[config.mk]
export PLATFORM = sky130hd
export DESIGN_NAME = mips_bus_arbiter
export DESIGN_NICKNAME = d
export VERILOG_FILES = /design/src/rtl/mips_bus_arbiter.sv
export SDC_FILE = /design/constraint.sdc
export NUM_CORES = 1
export LEC_CHECK = 0
export CELL_PAD_IN_SITES_DETAIL_PLACEMENT = 1
export CELL_PAD_IN_SITES_GLOBAL_PLACEMENT = 2
export CORE_MARGIN = 2
export CORE_UTILIZATION = 20
export DETAILED_ROUTE_END_ITERATION = 6
export GPL_ROUTABILITY_DRIVEN = 0
export HOLD_SLACK_MARGIN = 0.15
export PLACE_DENSITY_LB_ADDON = 0.12
export SLEW_MARGIN = 20
export SYNTH_ARGS = -nofsm -noshare
export SYNTH_HDL_FRONTEND = slang
export SYNTH_SLANG_ARGS = --single-unit
[constraint.sdc]
create_clock -name clk -period 1.4 [get_ports clk]
set_clock_uncertainty 0.1 [all_clocks]
set_input_delay 0.35 -clock clk [delete_from_list [all_inputs] [get_ports clk]]
set_output_delay 0.35 -clock clk [all_outputs]
set_load 0.1 [all_outputs]
[src/rtl/mips_bus_arbiter.sv]
// Two-requester arbiter (fetch I, load/store D) for the single Avalon-style CPU memory bus.
// Optional stalled-slave abort is compiled in with MIPS_BUS_ARB_TIMEOUT_EN.
module mips_bus_arbiter #(
  parameter int          DATA_PRIORITY  = 1,
  parameter logic [7:0]  TIMEOUT_CYCLES = 8'd255
) (
  input  logic        clk,
  input  logic        reset,
  input  logic        i_req,
  input  logic [31:0] i_addr,
  output logic        i_done,
  output logic [31:0] i_rdata,
  input  logic        d_req,
  input  logic        d_we,
  input  logic [31:0] d_addr,
  input  logic [31:0] d_wdata,
  input  logic [3:0]  d_be,
  output logic        d_done,
  output logic [31:0] d_rdata,
  output logic [31:0] address,
  output logic        read,
  output logic        write,
  output logic [31:0] writedata,
  output logic [3:0]  byteenable,
  input  logic        waitrequest,
  input  logic [31:0] readdata,
  output logic        busy,
  output logic        err
);

  typedef enum logic [1:0] {IDLE, XFER, DONE} state_t;

  state_t state, state_nxt;
  logic   win_d;    // current winner: 1 = D, 0 = I
  logic   last_d;   // last grant: 1 = D, 0 = I
  logic   grant_d;
  logic   abort;

  always_ff @(posedge clk) begin
    if (reset) state <= IDLE;
    else       state <= state_nxt;
  end

  always_comb begin
    state_nxt = state;
    grant_d   = d_req && (!i_req || (DATA_PRIORITY != 0) || !last_d);
    case (state)
      IDLE:    if (i_req || d_req) state_nxt = XFER;
      XFER:    if (!waitrequest || abort) state_nxt = DONE;
      DONE:    state_nxt = IDLE;
      default: state_nxt = IDLE;
    endcase
  end

  always_ff @(posedge clk) begin
    if (reset) begin
      win_d      <= 1'b0;
      last_d     <= 1'b0;
      address    <= '0;
      read       <= 1'b0;
      write      <= 1'b0;
      writedata  <= '0;
      byteenable <= '0;
      i_rdata    <= '0;
      d_rdata    <= '0;
    end else begin
      case (state)
        IDLE: begin
          if (i_req || d_req) begin
            win_d  <= grant_d;
            last_d <= grant_d;
            if (grant_d) begin
              address    <= {d_addr[31:2], 2'b00};
              read       <= ~d_we;
              write      <= d_we;
              byteenable <= d_be;
              writedata  <= d_wdata;
            end else begin
              address    <= {i_addr[31:2], 2'b00};
              read       <= 1'b1;
              write      <= 1'b0;
              byteenable <= 4'hF;
              writedata  <= '0;
            end
          end
        end
        XFER: begin
          if (!waitrequest) begin
            read  <= 1'b0;
            write <= 1'b0;
            if (read) begin
              if (win_d) d_rdata <= readdata;
              else       i_rdata <= readdata;
            end
          end else if (abort) begin
            // aborted access: strobes drop, read data registers keep their old value
            read  <= 1'b0;
            write <= 1'b0;
          end
        end
        default: ;
      endcase
    end
  end

  assign busy   = (state != IDLE);
  assign i_done = (state == DONE) && !win_d;
  assign d_done = (state == DONE) && win_d;

`ifdef MIPS_BUS_ARB_TIMEOUT_EN
  logic [7:0] stall_cnt;
  logic       err_flag;

  assign abort = (state == XFER) && waitrequest && (stall_cnt == TIMEOUT_CYCLES - 8'd1);

  always_ff @(posedge clk) begin
    if (reset) begin
      stall_cnt <= '0;
      err_flag  <= 1'b0;
    end else if (state == IDLE) begin
      stall_cnt <= '0;
      err_flag  <= 1'b0;
    end else if (state == XFER && waitrequest) begin
      stall_cnt <= stall_cnt + 8'd1;
      if (abort) err_flag <= 1'b1;
    end
  end

  assign err = (state == DONE) && err_flag;
`else
  logic unused_timeout;
  assign unused_timeout = ^TIMEOUT_CYCLES;
  assign abort          = 1'b0;
  assign err            = 1'b0;
`endif

endmodule
* After elaboration in Yosys (flattened, before gate mapping)
Cells that the tools add are included.
Storage, ports and cells: flip-flop bits (word level) 137, bits in latches 0, RAM bits 0, memory bits (read-only) 0, input port bits 138, word-level logic and storage cells 41, memories 0
Operators by class: $add $sub $neg 0, multiply operators 0, divide/modulo/power cells 0, $lt $le $gt $ge 0, equality and inequality tests 4, shifts and indexed selects 0, multiplexer cells 13, bitwise logic cells 3, reductions and logical operators 12
Operator list (number):
- 32-bit two-way mux | 2
- 4-bit AND reduction | 2
- 1-bit two-way mux | 5
- 2-bit two-way mux | 2
- 4-bit two-way mux | 1
- 2-bit != test (second input constant) | 2
- 1-bit case mux with 2 select lines | 2
- 2-bit case mux with 2 select lines | 1
- 2-bit AND reduction | 2
- 2-bit nonzero test | 2
- 1-bit NOT | 3
- 3-bit AND reduction | 1
- 2-bit by 1-bit == test with 1-bit output (second input constant) | 1
- 2-bit == test (second input constant) | 1
- 1-bit logical AND | 2
- 2-bit zero test | 1
- 1-bit zero test | 1
- 1-bit logical OR | 1

* Logic depth before layout (Yosys ltp)
depth in word-level cells 4, mapped depth 6, mapped depth without buffers 4

* Least setup slack after synthesis
Ideal clock, no wire load.
path type reg2out, start register state[0], end output port i_done, data arrival time 2672 ps, setup slack -1722 ps, cell stages (with the launch flop) 3, path through dfxtp_1 > buf_4 > nor3b_1
On the way: cells in the longest elaborated chain, start to end 2
RTL lines:
- start: declaration | line 33 | state_t state, state_nxt;
- start signal: assignment | line 41 | else state <= state_nxt;
- 2-bit == test | line 107 | assign i_done = (state == DONE) && !win_d;
- 1-bit logical AND | line 107
- end: declaration | line 11 | output logic i_done,
Every way passes these cells.

* Worst setup path in the final report
Ends and elaborated chain as after synthesis.

==> results by group <==
Die
  – Die height: 169.3 um
  – Core ar.: 26880 um^2
  – I/O pin cnt: 276
  – Die Area: 28650 um^2
  – Initial Util: 20.32%
  – Die W: 169.3 um
  – Core Rows: 60

Pwr
  – Max VDD drop: 664.9 uV
  – Total Power: 13.09 mW
  – Pwr dens: 1110 nW/um^2
  – P_leak: 4.808 nW

Run status
  – Failing checks: negative setup slack
  – Run status: finished, violations left

Worst setup path
  – Slowest Stage Delay on Critical Path: 0.37 ns
  – Crit path capture type: output port
  – WP data arrival: 1.32 ns
  – CP cell instances: buf_6, nor3b_4, buf_12
  – Required time of the critical path: 0.95 ns
  – Worst path slowest cell: dfxtp_4
  – Kind of critical path: flop to output port
  – CP Launch Type: flop
  – FF-to-FF path depth: 8
  – Worst Path Max Fanout: 4

Timing
  – Worst setup margin: -0.3653 ns
  – WHS: 0.3353 ns
  – Pins Over Slew Limit: 0
  – Max Clk Rate: 566.5 MHz
  – RSZ-0062 raised after global routing: true
  – Final hold violation count: 0
  – Tcrit/Tclk final: 126.1%
  – Final Setup Violations: 126
  – Final min period: 1.765 ns

GRT
  – Largest net degree at the start of global routing: 50
  – Initial antenna violation count: 3
  – Vias in the first global route: 5911
  – Global-route wire length before repair: 33.36 mm
  – GRT Total Usage: 15.11%
  – Gr ovfl total: 0

Route
  – DRT iter0 DRCs: 221
  – DR vias: 5426
  – WL/cell: 18.11 um
  – Detailed-route DRC error count: 0
  – DRT antenna net count: 0
  – Routed wire length: 22.56 mm
  – Routed vias/inst: 4.355
  – TritonRoute pass-1 iters: 4

Synthesis
  – Synth Instances: 564
  – Cell Area, Synth: 5461 um^2
  – Register area share after synthesis: 49.48%
  – Netlist cell types: 32
  – Avg Synthesized Cell Area: 9.683 um^2
  – Number of synthesized register bits: 135
  – Ys Warns: 0

Clock tree
  – H-tree lvl count: 4
  – Clock Latency Late Sink: 0.41 ns
  – Clk pin slew, worst setup/hold paths: 0.06 ns
  – TritonCTS clock tree: yes
  – Clock Path Buffers: 2
  – Cts bufs inserted: 17
  – CTS Sinks: 135
  – # hold bufs at CTS: 0
  – CTS Root Buffer Type: clkbuf_16

Finish
  – Post-route cell area: 11790 um^2
  – Share of cells above drive strength 1: 50.00%
  – Finished Core Util: 43.88%
  – Synthesis-to-layout area growth: 115.9%
  – Final nets: 1029
  – Filler cells: 2837

Placement
  – Detail Placement HPWL: 15.45 mm
  – Port bufs: 268
  – DP Area: 10080 um^2

Flow run
  – Total of max-cap violations: 0

Worst hold path
  – Worst Hold Class: primary input to flop
  – Worst hold stages: 3
-- placed cells by master, fill, tap and decap left out, types with 2 or more instances in the layout --
cell / Yosys / routed
bufinv_16: 0 / 3
inv_6: 0 / 6
o21ai_0: 28 / 28
inv_8: 0 / 2
buf_4: 10 / 41
a21oi_2: 0 / 20
nand2_4: 0 / 8
a211oi_1: 30 / 27
buf_12: 4 / 158
nor3b_4: 1 / 2
a211oi_2: 0 / 3
clkinvlp_4: 0 / 3
clkbuf_16: 0 / 20
mux2i_1: 94 / 94
a21oi_1: 67 / 47
buf_2: 9 / 2
o21ai_1: 5 / 5
nand2_2: 0 / 10
buf_16: 0 / 3
buf_8: 0 / 9
dfxtp_4: 0 / 23
nand2_1: 130 / 112
nor2_4: 3 / 3
dfxtp_2: 0 / 112
clkdlybuf4s50_1: 0 / 130
conb_1: 1 / 3
o221a_2: 4 / 4
buf_6: 7 / 12
-- cell usage after synthesis --
library cell	instances	area [um^2]
dfxtp_1	135	2703
nand2_1	130	488.0
mux2i_1	94	940.9
a21oi_1	67	335.3
a211oi_1	30	225.2
o21ai_0	28	140.1
clkbuf_1	18	67.56
buf_4	10	75.07
buf_2	9	45.04
buf_6	7	78.83
o21ai_1	5	25.02
buf_12	4	80.08
o221a_2	4	45.04
nor2_4	3	33.78
clkbuf_2	2	10.01
clkbuf_4	2	15.01
a22o_1	1	8.760
a32o_1	1	10.01
and3b_2	1	10.01
and4_4	1	11.26
buf_1	1	3.750
conb_1	1	3.750
inv_1	1	3.750
inv_2	1	3.750
nand3b_1	1	7.510
nand4b_4	1	23.77
nor2_8	1	20.02
nor3b_1	1	7.510
nor3b_4	1	18.77
nor4b_1	1	8.760
or2_1	1	6.260
or3_1	1	6.260
-- flip-flops by register name, summed over array words and instances (netlist names) --
register,cells
writedata,32
address,30
state,2
read,1
i_rdata,32
byteenable,4
win_d,1
d_rdata,32
write,1
-- layer usage --
layer	vias to the layer above	track usage (%)	routed length [um]
li1	2612	-	-
met1	2618	17.48	9217
met2	171	25.89	11400
met3	21	6.227	1679
met4	4	3.828	248
met5	-	0	21
-- kinds of logic after synthesis --
| logic type | after synthesis | synth area share (%) |
|---|---|---|
| AND/OR/NAND/NOR | 143 | 11.75 |
| AO/OA/AOI/OAI | 136 | 14.46 |
| flip-flops | 135 | 49.48 |
| multiplexers | 94 | 17.23 |
| buffers and inverters | 55 | 7.010 |
| other | 1 | 0.06866 |
-- power breakdown --
| group | total (mW) | leakage [nW] | internal (mW) | switching [mW] |
|---|---|---|---|---|
| clock network | 4.84 | 0.299 | 2.91 | 1.93 |
| logic | 3.96 | 3.34 | 1.66 | 2.30 |
| registers | 4.28 | 1.17 | 4.06 | 0.224 |
-- worst max-delay path, delay by kind of cell, from the launching register on --
family	cells	cell delay, ns
buffers and inverters	2	0.33
flip-flops	1	0.37
AND/OR/NAND/NOR	1	0.21
-- final cells by class --
class	instances	area, um^2	share of cell area (%)
antenna	1	2.502	0.02122
clock buffer	18	439.2	3.724
clock inverter	14	187.7	1.592
timing repair buffer	359	5223	44.29
tap	341	426.7	3.618
sequential	135	2929	24.84
multi-input combinational	376	2575	21.84
inverter	2	10.01	0.08488
-- through the flow --
stage	std cells	worst slack, ns	TNS [ns]
4_1_cts	1222	-0.4141	-17.90
3_5_place_dp	1156	-0.5067	-46.55
2_1_floorplan	566	-0.3344	-0.3723
3_3_place_gp	1156	-0.4422	-42.32
6_report	1246	-0.3653	-14.56
5_1_grt	1245	-0.4165	-24.86
-- path summary, 6_finish.rpt --
path                                 from                         end  slack (ns)
setup / recovery    state[0]$_SDFFE_PP0P_                      i_done       -0.37
hold / removal                      reset  writedata[24]$_SDFFE_PP0P_        0.34
setup reg to reg    state[0]$_SDFFE_PP0P_  writedata[31]$_SDFFE_PP0P_       -0.24
hold reg to reg   d_rdata[0]$_SDFFE_PP0P_     d_rdata[0]$_SDFFE_PP0P_        0.37
-- repair_timing --
action                     CTS  global route
gates cloned                 9             4
setup endpoints to repair  256           266
gates resized for setup    155            63
setup buffers               25            26
pin swaps                   14            21
Note: power is estimated with default switching activity, not from simulation.
